### config.mk
export PLATFORM = sky130hd
export DESIGN_NAME = axi_read_arbiter
export DESIGN_NICKNAME = d
export VERILOG_FILES = /design/src/rtl/axi_read_arb_pkg.sv /design/src/rtl/axi_read_arbiter_outstanding_counter.sv /design/src/rtl/axi_read_arbiter.sv
export SDC_FILE = /design/constraint.sdc
export NUM_CORES = 1
export LEC_CHECK = 0
export CAP_MARGIN = 20
export CORE_MARGIN = 3
export CORE_UTILIZATION = 30
export DETAILED_ROUTE_END_ITERATION = 16
export DONT_BUFFER_PORTS = 1
export PLACE_DENSITY = 0.51
export SYNTH_ARGS = -nofsm -noshare
export SYNTH_HDL_FRONTEND = slang
export SYNTH_SLANG_ARGS = --single-unit
### constraint.sdc
create_clock -name clock -period 3.5 [get_ports clock]
set_input_delay 0.35 -clock clock [delete_from_list [all_inputs] [get_ports clock]]
set_output_delay 0.35 -clock clock [all_outputs]
set_load 0.02 [all_outputs]
### src/rtl/axi_read_arb_pkg.sv
// Shared types and requester IDs for the AXI read-channel arbiter.
package axi_read_arb_pkg;

  typedef enum logic {AR_IDLE, AR_ISSUE} ar_state_t;

  localparam logic [3:0] RID_INST = 4'd0;
  localparam logic [3:0] RID_DATA = 4'd1;

  typedef logic [31:0] axi_addr_t;
  typedef logic [31:0] axi_data_t;

endpackage

### src/rtl/axi_read_arbiter_outstanding_counter.sv
// Up/down counter of in-flight reads for one requester, with full/empty flags.
module outstanding_counter #(
  parameter int MAX_OUTSTANDING = 2,
  parameter int CNT_W           = 3
) (
  input  logic             clock,
  input  logic             reset,
  input  logic             inc_i,
  input  logic             dec_i,
  output logic [CNT_W-1:0] count_o,
  output logic             full_o,
  output logic             empty_o
);

  logic [CNT_W-1:0] count_q, count_d;

  // Simultaneous grant and return cancel out.
  always_comb begin
    count_d = count_q;
    if (inc_i && !dec_i) begin
      count_d = count_q + CNT_W'(1);
    end else if (dec_i && !inc_i) begin
      count_d = count_q - CNT_W'(1);
    end
  end

  always_ff @(posedge clock) begin
    if (reset) begin
      count_q <= '0;
    end else begin
      count_q <= count_d;
    end
  end

  assign count_o = count_q;
  assign full_o  = (count_q == CNT_W'(MAX_OUTSTANDING));
  assign empty_o = (count_q == '0);

endmodule

### src/rtl/axi_read_arbiter.sv
// Shares one AXI AR/R channel between instruction fetch and data load.
// AXI_READ_ARB_RR_EN selects round-robin arbitration; default is data-first priority.
module axi_read_arbiter
  import axi_read_arb_pkg::*;
#(
  parameter int MAX_OUTSTANDING = 2,
  parameter int CNT_W           = 3
) (
  input  logic        clock,
  input  logic        reset,
  input  logic        inst_req,
  input  logic [1:0]  inst_size,
  input  logic [31:0] inst_addr,
  output logic        inst_addr_ok,
  output logic        inst_data_ok,
  output logic [31:0] inst_rdata,
  input  logic        data_req,
  input  logic [1:0]  data_size,
  input  logic [31:0] data_addr,
  output logic        data_addr_ok,
  output logic        data_data_ok,
  output logic [31:0] data_rdata,
  input  logic        wr_pending,
  input  logic [31:0] wr_pending_addr,
  output logic [3:0]  ar_id,
  output logic [31:0] ar_addr,
  output logic [2:0]  ar_size,
  output logic        ar_valid,
  input  logic        ar_ready,
  input  logic [3:0]  r_id,
  input  logic [31:0] r_data,
  input  logic        r_valid,
  output logic        r_ready,
  output logic        err_rid
);

  ar_state_t  state_q;
  logic       ar_valid_q;
  logic [3:0] ar_id_q;
  axi_addr_t  ar_addr_q;
  logic [2:0] ar_size_q;

  logic       inst_data_ok_q, data_data_ok_q, err_rid_q;
  axi_data_t  inst_rdata_q, data_rdata_q;

  logic       inst_full, inst_empty, data_full, data_empty;
  logic [CNT_W-1:0] inst_cnt, data_cnt;
  logic       can_grant, raw_hit, inst_elig, data_elig;
  logic       grant_inst, grant_data, inst_hit, data_hit;
  logic       unused_lsb;

  assign unused_lsb = ^{wr_pending_addr[1:0], inst_cnt, data_cnt};

  // Word-granular alias check against the store still held by the write side.
  assign raw_hit   = wr_pending && (data_addr[31:2] == wr_pending_addr[31:2]);
  assign inst_elig = inst_req && !inst_full;
  assign data_elig = data_req && !data_full && !raw_hit;
  assign can_grant = !reset && (state_q == AR_IDLE);

`ifdef AXI_READ_ARB_RR_EN
  logic rr_data_q, rr_data_d;

  always_comb begin
    rr_data_d = rr_data_q;
    if (grant_data) begin
      rr_data_d = 1'b0;
    end else if (grant_inst) begin
      rr_data_d = 1'b1;
    end
  end

  always_ff @(posedge clock) begin
    if (reset) begin
      rr_data_q <= 1'b1;
    end else begin
      rr_data_q <= rr_data_d;
    end
  end

  assign grant_data = can_grant && data_elig && (!inst_elig || rr_data_q);
`else
  assign grant_data = can_grant && data_elig;
`endif
  assign grant_inst = can_grant && inst_elig && !grant_data;

  assign inst_addr_ok = grant_inst;
  assign data_addr_ok = grant_data;

  always_ff @(posedge clock) begin
    if (reset) begin
      state_q    <= AR_IDLE;
      ar_valid_q <= 1'b0;
      ar_id_q    <= '0;
      ar_addr_q  <= '0;
      ar_size_q  <= '0;
    end else begin
      case (state_q)
        AR_IDLE: begin
          if (grant_data || grant_inst) begin
            state_q    <= AR_ISSUE;
            ar_valid_q <= 1'b1;
            ar_id_q    <= grant_data ? RID_DATA : RID_INST;
            ar_addr_q  <= grant_data ? data_addr : inst_addr;
            ar_size_q  <= {1'b0, (grant_data ? data_size : inst_size)};
          end
        end
        AR_ISSUE: begin
          if (ar_ready) begin
            state_q    <= AR_IDLE;
            ar_valid_q <= 1'b0;
          end
        end
        default: begin
          state_q    <= AR_IDLE;
          ar_valid_q <= 1'b0;
        end
      endcase
    end
  end

  // A beat only counts when its requester actually has a read in flight.
  assign inst_hit = r_valid && (r_id == RID_INST) && !inst_empty;
  assign data_hit = r_valid && (r_id == RID_DATA) && !data_empty;

  always_ff @(posedge clock) begin
    if (reset) begin
      inst_data_ok_q <= 1'b0;
      data_data_ok_q <= 1'b0;
      inst_rdata_q   <= '0;
      data_rdata_q   <= '0;
      err_rid_q      <= 1'b0;
    end else begin
      inst_data_ok_q <= inst_hit;
      data_data_ok_q <= data_hit;
      if (inst_hit) begin
        inst_rdata_q <= r_data;
      end
      if (data_hit) begin
        data_rdata_q <= r_data;
      end
      if (r_valid && !inst_hit && !data_hit) begin
        err_rid_q <= 1'b1;
      end
    end
  end

  outstanding_counter #(
    .MAX_OUTSTANDING(MAX_OUTSTANDING),
    .CNT_W          (CNT_W)
  ) u_inst_cnt (
    .clock  (clock),
    .reset  (reset),
    .inc_i  (grant_inst),
    .dec_i  (inst_hit),
    .count_o(inst_cnt),
    .full_o (inst_full),
    .empty_o(inst_empty)
  );

  outstanding_counter #(
    .MAX_OUTSTANDING(MAX_OUTSTANDING),
    .CNT_W          (CNT_W)
  ) u_data_cnt (
    .clock  (clock),
    .reset  (reset),
    .inc_i  (grant_data),
    .dec_i  (data_hit),
    .count_o(data_cnt),
    .full_o (data_full),
    .empty_o(data_empty)
  );

  assign ar_valid     = ar_valid_q;
  assign ar_id        = ar_id_q;
  assign ar_addr      = ar_addr_q;
  assign ar_size      = ar_size_q;
  assign r_ready      = !reset;
  assign inst_data_ok = inst_data_ok_q;
  assign inst_rdata   = inst_rdata_q;
  assign data_data_ok = data_data_ok_q;
  assign data_rdata   = data_rdata_q;
  assign err_rid      = err_rid_q;

endmodule

Word level (Yosys, flattened, before mapping)
Index checks and enable logic that the tools add are counted.

$add $sub $neg: 4. Equal/unequal tests: 6. Muxes and demuxes: 13. Bitwise gates (word level): 1. Reductions and logical operators: 36.

Operators by type and width (number): 2-to-1 mux 32 bit (1); == test 30 bit (1); logical AND 1 bit (18); 2-to-1 mux 3 bit (4); logical NOT 1 bit (10); adder 3 x 1 -> 3 bit (second input constant) (2); == test 3 x 2 -> 1 bit (second input constant) (2); logical NOT 3 bit (2); subtractor 3 x 1 -> 3 bit (second input constant) (2); 2-to-1 mux 1 bit (5); == test 4 x 1 -> 1 bit (second input constant) (1); logical NOT 4 bit (1); one-hot mux 1 bit (2 select lines) (2); AND reduction 2 bit (2); nonzero test 2 bit (2); 2-to-1 mux 2 bit (1); inequality test 2 x 1 -> 1 bit (second input constant) (1); inequality test 2 bit (second input constant) (1); logical OR 1 bit (1); NOT 1 bit (1).

Register bits after elaboration: 113. Input bits: 143.

Logic depth before layout (Yosys ltp)
Word-level depth: 11. Gate-level depth with buffers: 13. Mapped depth without buffers: 11.

Hierarchy
Synthesis repeated with hierarchy kept, for this count alone.

Cells, all modules: 576. Area, all modules: 4984.8 um^2.

Modules (own cells, without submodules): axi_read_arbiter (times used 1, cells an instance 542, area an instance 4657.0 um^2, sequential area each 2082.0 um^2); outstanding_counter (times used 2, cells an instance 17, area an instance 163.9 um^2, sequential area each 60.1 um^2).

Least setup slack after synthesis
No wires, ideal clock.

Kind: input to register. From: input wr_pending_addr[16]. To: register u_inst_cnt.count_q[2] (netlist: u_inst_cnt.count_o[2]). Setup time: 70 ps. Arrival time: 2957 ps. Data required time: 3430 ps. Setup slack: 472 ps. Cell stages on the path: 13. Buffers on the path: 2. Cell sequence: xnor2_1 > nand4_1 > nor4_4 > a21bo_2 > buf_4 > buf_6 > and2_1 > ha_1 > inv_1 > fa_1 > xor2_1 > or3_1 > a21oi_1.

Longest elaborated chain between the ends: 10.

RTL lines: start, declared (RTL line axi_read_arbiter.sv:24) `input logic [31:0] wr_pending_addr,`; == test 30 bit * (RTL line axi_read_arbiter.sv:55) `assign raw_hit = wr_pending && (data_addr[31:2] == wr_pending_addr[31:2]);`; logical AND 1 bit * (RTL line axi_read_arbiter.sv:55); logical NOT 1 bit * (RTL line axi_read_arbiter.sv:57) `assign data_elig = data_req && !data_full && !raw_hit;`; logical AND 1 bit * (RTL line axi_read_arbiter.sv:57); logical AND 1 bit * (RTL line axi_read_arbiter.sv:82) `assign grant_data = can_grant && data_elig;`; logical NOT 1 bit * (RTL line axi_read_arbiter.sv:84) `assign grant_inst = can_grant && inst_elig && !grant_data;`; logical AND 1 bit * (RTL line axi_read_arbiter.sv:84); named net inst_addr_ok (RTL line axi_read_arbiter.sv:14) `output logic inst_addr_ok,`; logical NOT 1 bit (RTL line axi_read_arbiter_outstanding_counter.sv:22) `end else if (dec_i && !inc_i) begin`; logical AND 1 bit (RTL line axi_read_arbiter_outstanding_counter.sv:22); nonzero test 2 bit (no source line); end signal, assigned (RTL line axi_read_arbiter_outstanding_counter.sv:31) `count_q <= count_d;`; end, declared (RTL line axi_read_arbiter_outstanding_counter.sv:15) `logic [CNT_W-1:0] count_q, count_d;`.

Mark *: on every way through the listed nets, which the timed path passes. The rest lies on a longest branch. A chain may end at the register's enable or synchronous reset.

Worst setup path after layout
From: register u_inst_cnt.count_q[0] (netlist: u_inst_cnt.count_o[0]). To: register u_inst_cnt.count_q[2] (netlist: u_inst_cnt.count_o[2]).

Longest elaborated chain between the ends: 8.

RTL lines: == test 3 x 2 -> 1 bit (RTL line axi_read_arbiter_outstanding_counter.sv:36) `assign full_o = (count_q == CNT_W'(MAX_OUTSTANDING));`; logical NOT 1 bit (RTL line axi_read_arbiter.sv:56) `assign inst_elig = inst_req && !inst_full;`; logical AND 1 bit (RTL line axi_read_arbiter.sv:56); logical AND 1 bit (2 in series) (RTL line axi_read_arbiter.sv:84); logical NOT 1 bit (RTL line axi_read_arbiter_outstanding_counter.sv:22); logical AND 1 bit (RTL line axi_read_arbiter_outstanding_counter.sv:22); nonzero test 2 bit (no source line).

Several ways; a longest one is shown, not always the timed one. The select of a mux whose other input is x is not followed.

==> impl_metrics.yaml <==
timing:
  finalCriticalPeriod_ps: 2660
  whs_ps: 62.5
  tns_ps: 0
  finalSetupViolations: 0
  maxSlewViolCount: 0
  fin_crit_sh_pct: 76.0
  clock.fmax_mhz: 376
  hold_violations: 0
  layout_setup_ws_ps: 841
  finClkSkew_ps: 8.54
  rsz0062_at_grt: "no"
  worstMarginPinSlew_ps: 662
  slew_headroom_pct: 55.8
synthesis:
  ys_top_cells_by_area: "dfxtp_1 (45%), a21oi_1 (11%), nand2_1 (9.9%), mux2i_1 (7.4%), xnor2_1 (5.4%)"
  syn_inst: 576
  ys_seq_area_share_pct: 44.9
  netlist_area_um2: 4900
  yosys.area.top_type: "dfxtp_1"
  syn_area_per_cell_um2: 8.51
  synth_warnings: 0
  synth_seq_cells: 110
  netlist.area_leader.share_pct: 44.9
  synth.distinct_cells: 34
critical_path:
  cp.arrival_ps: 2940
  cp_slowest_cell: "inv_2"
  r2r_setup_slack_ps: 840
  r2r_cells: 9
  startpoint_type: "flip-flop"
  critPathTopFamily: "simple AND/OR/NAND/NOR gates"
  crit_path_end_kind: "flip-flop"
  cp_max_fo: 35
  worstPathCellList: "nor3_1 -> nor3_4 -> inv_2 -> ha_1 -> inv_1 -> fa_1 -> xor2_1 -> or3_1 -> a21oi_1"
  max_stage_delay_ps: 500
  crit_buf_inv: 2
  crit-reg2reg-launch: "u_inst_cnt.count_o[0]$_SDFFE_PP0P_"
  rr_endpoint: "u_inst_cnt.count_o[2]$_SDFFE_PP0P_"
  crit_type: "flip-flop to flip-flop"
  required_ps: 3780
global_route:
  antenna_found_initial: 0
  grt_pass1_vias: 4005
  grt_pass1_wl_um: 21500
  grt-ovfl-total: 0
  grt_max_degree: 113
  grt.total_usage_pct: 15.4
power:
  seqPwrFrac_pct: 51.6
  power_switching_uw: 757
  clkPwrFrac_pct: 38.6
  p_int_mw: 2.01
  ir_drop_v: 0.000198
  p_leak_nw: 1.76
  p_sw_share_pct: 27.3
  cellPowerDensity_nw_per_um2: 517
  p_total_mw: 2.77
  power_frac_comb_pct: 9.8
place:
  port_buffers: 0
  gp_congestion: 0.768
  pre_cts_ws_ps: 623
  place_inst: 759
  dp_hpwl_um: 10200
  placed_area_um2: 5050
cells_and_area:
  area_growth_pct: 9.26
  final_cell_area_um2: 5360
  nNetsFinal: 701
  drive_above_1_share_pct: 5.55
  final_common_cell: "nand2_1"
  final_util_pct: 33.6
  final_cell_mix: "nand2_1 (129), dfxtp_1 (110), a21oi_1 (103)"
  diodes: 0
  stdcell_count: 775
  fillers: 1694
route:
  wl_um: 14200
  vias: 3943
  antenna_left: 0
  wire_per_inst_um: 18.3
  drc: 0
  firstDrtPassIters: 4
  routed_via_density: 5.09
  drt_iter0_drc: 165
die:
  initial_core_util_pct: 30.7
  die_area_um2: 17900
  die_h_um: 134
  coreArea_um2: 15900
  io_pins: 253
  fp.dieW_um: 134
  rows: 46
clock_network:
  tritoncts: "done"
  cts_buffer_depth: 2
  clock-sinks: 110
  cts_setup_buffers: 0
  clkTransAtPathRegs_ps: 80
  cts_resized: 0
  htreeDepth: 3
  cts_root_buf: "clkbuf_16"
  cts_hold_buf: 0
  clk_latency_ps: 350
  numCtsBuffers: 9
outcome:
  status: "complete, no violations"
worst_hold_path:
  min_path_type: "primary input to flip-flop"
  min_to: "ar_id[0]$_SDFFE_PP0P_"
  holdCritStartpoint: "reset"
  holdPathStages: 1
job:
  maxCapViolations: 0
## registers in the layout, summed over array words and instances, names as in the netlist
register	cells
ar_addr	32
state_q	1
ar_size	2
ar_valid	1
ar_id	1
inst_data_ok	1
data_data_ok	1
u_inst_cnt.count_o	3
u_data_cnt.count_o	3
data_rdata	32
err_rid	1
inst_rdata	32
## power groups by stage
stage	Combinational, mW	Clock, mW	Sequential [mW]
floorplan	0.243	0	1.44
global placement	0.264	0	1.46
detailed placement	0.274	0	1.46
CTS	0.275	1.11	1.43
global route	0.304	1.15	1.44
finish	0.272	1.07	1.43
## worst max-delay path by stage
stage | cells past startpoint | to | from
after CTS | 9 | u_inst_cnt.count_o[2]$_SDFFE_PP0P_ | u_inst_cnt.count_o[0]$_SDFFE_PP0P_
after global placement | 11 | u_inst_cnt.count_o[2]$_SDFFE_PP0P_ | wr_pending_addr[2]
after detailed placement | 11 | u_inst_cnt.count_o[2]$_SDFFE_PP0P_ | wr_pending_addr[2]
after floorplan | 13 | u_inst_cnt.count_o[2]$_SDFFE_PP0P_ | wr_pending_addr[16]
after global routing | 9 | u_inst_cnt.count_o[2]$_SDFFE_PP0P_ | u_inst_cnt.count_o[0]$_SDFFE_PP0P_
final | 9 | u_inst_cnt.count_o[2]$_SDFFE_PP0P_ | u_inst_cnt.count_o[0]$_SDFFE_PP0P_
## cell usage after synthesis
cell,number
a211oi_1,34
nor4_4,2
dfxtp_1,110
a21bo_2,1
buf_4,6
clkinv_1,1
a221oi_1,1
or3_1,3
fa_1,2
and3_1,1
buf_6,1
nand4_1,7
conb_1,1
a21oi_1,104
or4b_1,1
xnor2_1,30
and2_1,1
nand2b_1,35
buf_2,18
clkbuf_1,21
ha_1,2
nand2_1,129
nor3_1,1
inv_2,1
nor4b_1,1
xor2_1,4
o311a_1,1
inv_1,6
nor3_2,1
nand3_1,1
nor2_1,10
o21ai_0,2
mux2i_1,36
a31oi_1,1
## final cells by class
cell class / count / area [um^2] / area share (%)
Clock buffer: 10 / 229 / 4.27
Clock inverter: 6 / 76.3 / 1.42
Multi-Input combinational cell: 415 / 2470 / 46.2
Sequential cell: 110 / 2200 / 41.1
Timing Repair Buffer: 10 / 75.1 / 1.40
Inverter: 8 / 30.0 / 0.561
Tap cell: 216 / 270 / 5.05
## logic make-up (layout without fill, tap and decap cells)
family | after synthesis | after routing | share of synthesized area [%]
buf+inv | 54 | 34 | 5.21
xor+xnor | 34 | 34 | 6.07
mux | 36 | 36 | 7.35
fa+ha+maj | 4 | 4 | 1.33
other cells | 1 | 4 | 0.0765
flops | 110 | 110 | 44.9
simple gates | 193 | 193 | 18.3
compound gates | 144 | 144 | 16.7
## worst register-to-register path: stages (launching register included)
cell	delay (ps)
dfxtp_1	360
nor3_1	340
nor3_4	60
inv_2	500
ha_1	310
inv_1	60
fa_1	370
xor2_1	160
or3_1	300
a21oi_1	140
## metal layers
metal,GRT usage (%),routed length (um)
met1,17.5,5440
met2,26.1,6800
met3,5.48,1570
met4,6.57,340
met5,0,0
Note: power is estimated with default switching activity, not from simulation.
==> RTL edit, RTL diff (same settings) <==
Register the output `err_rid` once more, cleared by the reset; this adds one clock of latency there. The other outputs are not delayed to match.
--- a/src/rtl/axi_read_arbiter.sv
+++ b/src/rtl/axi_read_arbiter.sv
@@ -180,5 +180,11 @@
   assign data_data_ok = data_data_ok_q;
   assign data_rdata   = data_rdata_q;
-  assign err_rid      = err_rid_q;
+  always_ff @(posedge clock) begin
+    if (reset) begin
+      err_rid <= '0;
+    end else begin
+      err_rid <= err_rid_q;
+    end
+  end
 
 endmodule
Formal check against the unedited RTL: not equivalent (a bounded check fails within 4 cycles, from zero or initial values and one cycle with reset high).
==> RTL edit against the unedited design <==
Area after synthesis grew 0.59%; final cell count grew 0.52%; design area grew 0.49%; wire length grew 4.9%; worst setup slack gained 0.041 ns; sequential cell count grew 1; count of clock-buffer cells in the layout is the same; total power shrank 0.69%; critical path type unchanged; highest routed layer unchanged.
==> RTL edit: results <==
set metrics [dict create \
    numCtsBuffers 9 \
    synth_area_sq_um 4930 \
    fin_nets 703 \
    fillers 1694 \
    vdd_drop_max_mv 0.241 \
    clk_pin_slew_ns 0.08 \
    crit_path_max_fanout 35 \
    drive_gt1_share_pct 5.53 \
    status "finished clean" \
    power_leakage_nw 1.77 \
    post_cts_buffers 0 \
    ys.warnings.count 0 \
    placed_cells 761 \
    cts_resized 0 \
    grt_pass1_wl_um 22100 \
    ff2ff_path_depth 9 \
    yosys.cell_types.count 35 \
    htree_levels 3 \
    clock_skew_ns 0.0121 \
    r2r_start "u_inst_cnt.count_o[0]" \
    critPathArrivalTime_ns 2.90 \
    crit_start "u_inst_cnt.count_o[0]" \
    synth_top_cells_by_count "nand2_1, dfxtp_1, a21oi_1" \
    clk_latency_ns 0.35 \
    synth_top_flop_cell "dfxtp_1" \
    clock_path_buffers 2 \
    drt-initial-drc-count 185 \
    ys_seq_area_share_pct 45.1 \
    drt_first_pass_iters 5 \
    worst_pin_slew_ns 0.647 \
    numPortBuffers 0 \
    gp_congestion 0.811 \
    p_int_w 0.00198 \
    timing.final.ws_setup_ns 0.882 \
    synth-async-reset-ratio_pct 0 \
    r2r-end "u_inst_cnt.count_o[2]" \
    final_cells 779 \
    grt_use_total_pct 15.7 \
    antenna_found_initial 2 \
    pre_cts_slack_ns 0.648 \
    yosys-top-cells-area "dfxtp_1, a21oi_1, nand2_1, mux2i_1, xnor2_1" \
    grt_max_degree 114 \
    vias 4011 \
    avgSynthCellArea_sq_um 8.52 \
    post-dp-hpwl_um 10600 \
    cts-root-buf "clkbuf_16" \
    crit_type "flip-flop to flip-flop" \
    wl_per_cell_um 19.1 \
]
RTL edit: routing by layer:
layer | up-vias | wire (um) | GRT usage (%)
met1 | 1856 | 5720 | 18.1
met4 | 0 | 255 | 5.15
met2 | 239 | 7160 | 27.2
li1 | 1903 | - | -
met3 | 13 | 1710 | 5.29
met5 | - | 0 | 0
RTL edit: how the worst min path moves through the flow:
stage	startpoint	endpoint	slack, ns	cells past startpoint
finish	reset	ar_addr[8]	0.07	1
global route	reset	ar_addr[8]	0.04	1
CTS	reset	ar_addr[8]	0.05	1
detailed placement	reset	ar_addr[8]	0.44	1
global placement	reset	ar_addr[6]	0.44	1
floorplan	err_rid_q	err_rid_q	0.43	2
RTL edit: layout make-up:
class                      instances  area, sq um  share of cell area, %
inverter                           8         30.0                  0.558
sequential                       111         2220                   41.3
tap                              216          270                   5.02
timing repair buffer              10         75.1                   1.39
multi-input combinational        416         2480                   46.1
clock inverter                     6         61.3                   1.14
clock buffer                      10          239                   4.44
antenna                            2         5.00                 0.0930
RTL edit: logic make-up (layout without fill, tap and decap cells):
| logic type | count (synthesis) | after routing | synth area share [%] |
|---|---|---|---|
| AOI/OAI and AO/OA | 144 | 144 | 16.6 |
| other | 1 | 6 | 0.0760 |
| and+or+nand+nor | 194 | 194 | 18.3 |
| muxes | 36 | 36 | 7.31 |
| adders and majority gates | 4 | 4 | 1.32 |
| buffers and inverters | 55 | 34 | 5.23 |
| xor gates and xnor gates | 34 | 34 | 6.04 |
| DFF | 111 | 111 | 45.1 |
RTL edit: critical path, stage by stage (launching register included):
cell     delay, ns
dfxtp_1       0.37
nor3_1        0.31
nor3_4        0.06
inv_2         0.47
ha_1          0.31
inv_1         0.06
fa_1          0.37
xor2_1        0.15
or3_1         0.30
a21oi_1       0.15
RTL edit: power groups by stage:
stage	Clock [W]	Combinational, W	Sequential [W]
after CTS	0.00108	0.000276	0.00144
after detailed placement	0	0.000276	0.00147
after global routing	0.00113	0.000303	0.00145
final	0.00104	0.000271	0.00144
after floorplan	0	0.000244	0.00145
after global placement	0	0.000265	0.00147
RTL edit: through the flow:
step,power [W],instance area [sq um]
final,0.00275,5380
after CTS,0.00280,5380
after floorplan,0.00169,4940
after detailed placement,0.00175,5080
after global placement,0.00173,5080
after global routing,0.00288,5380
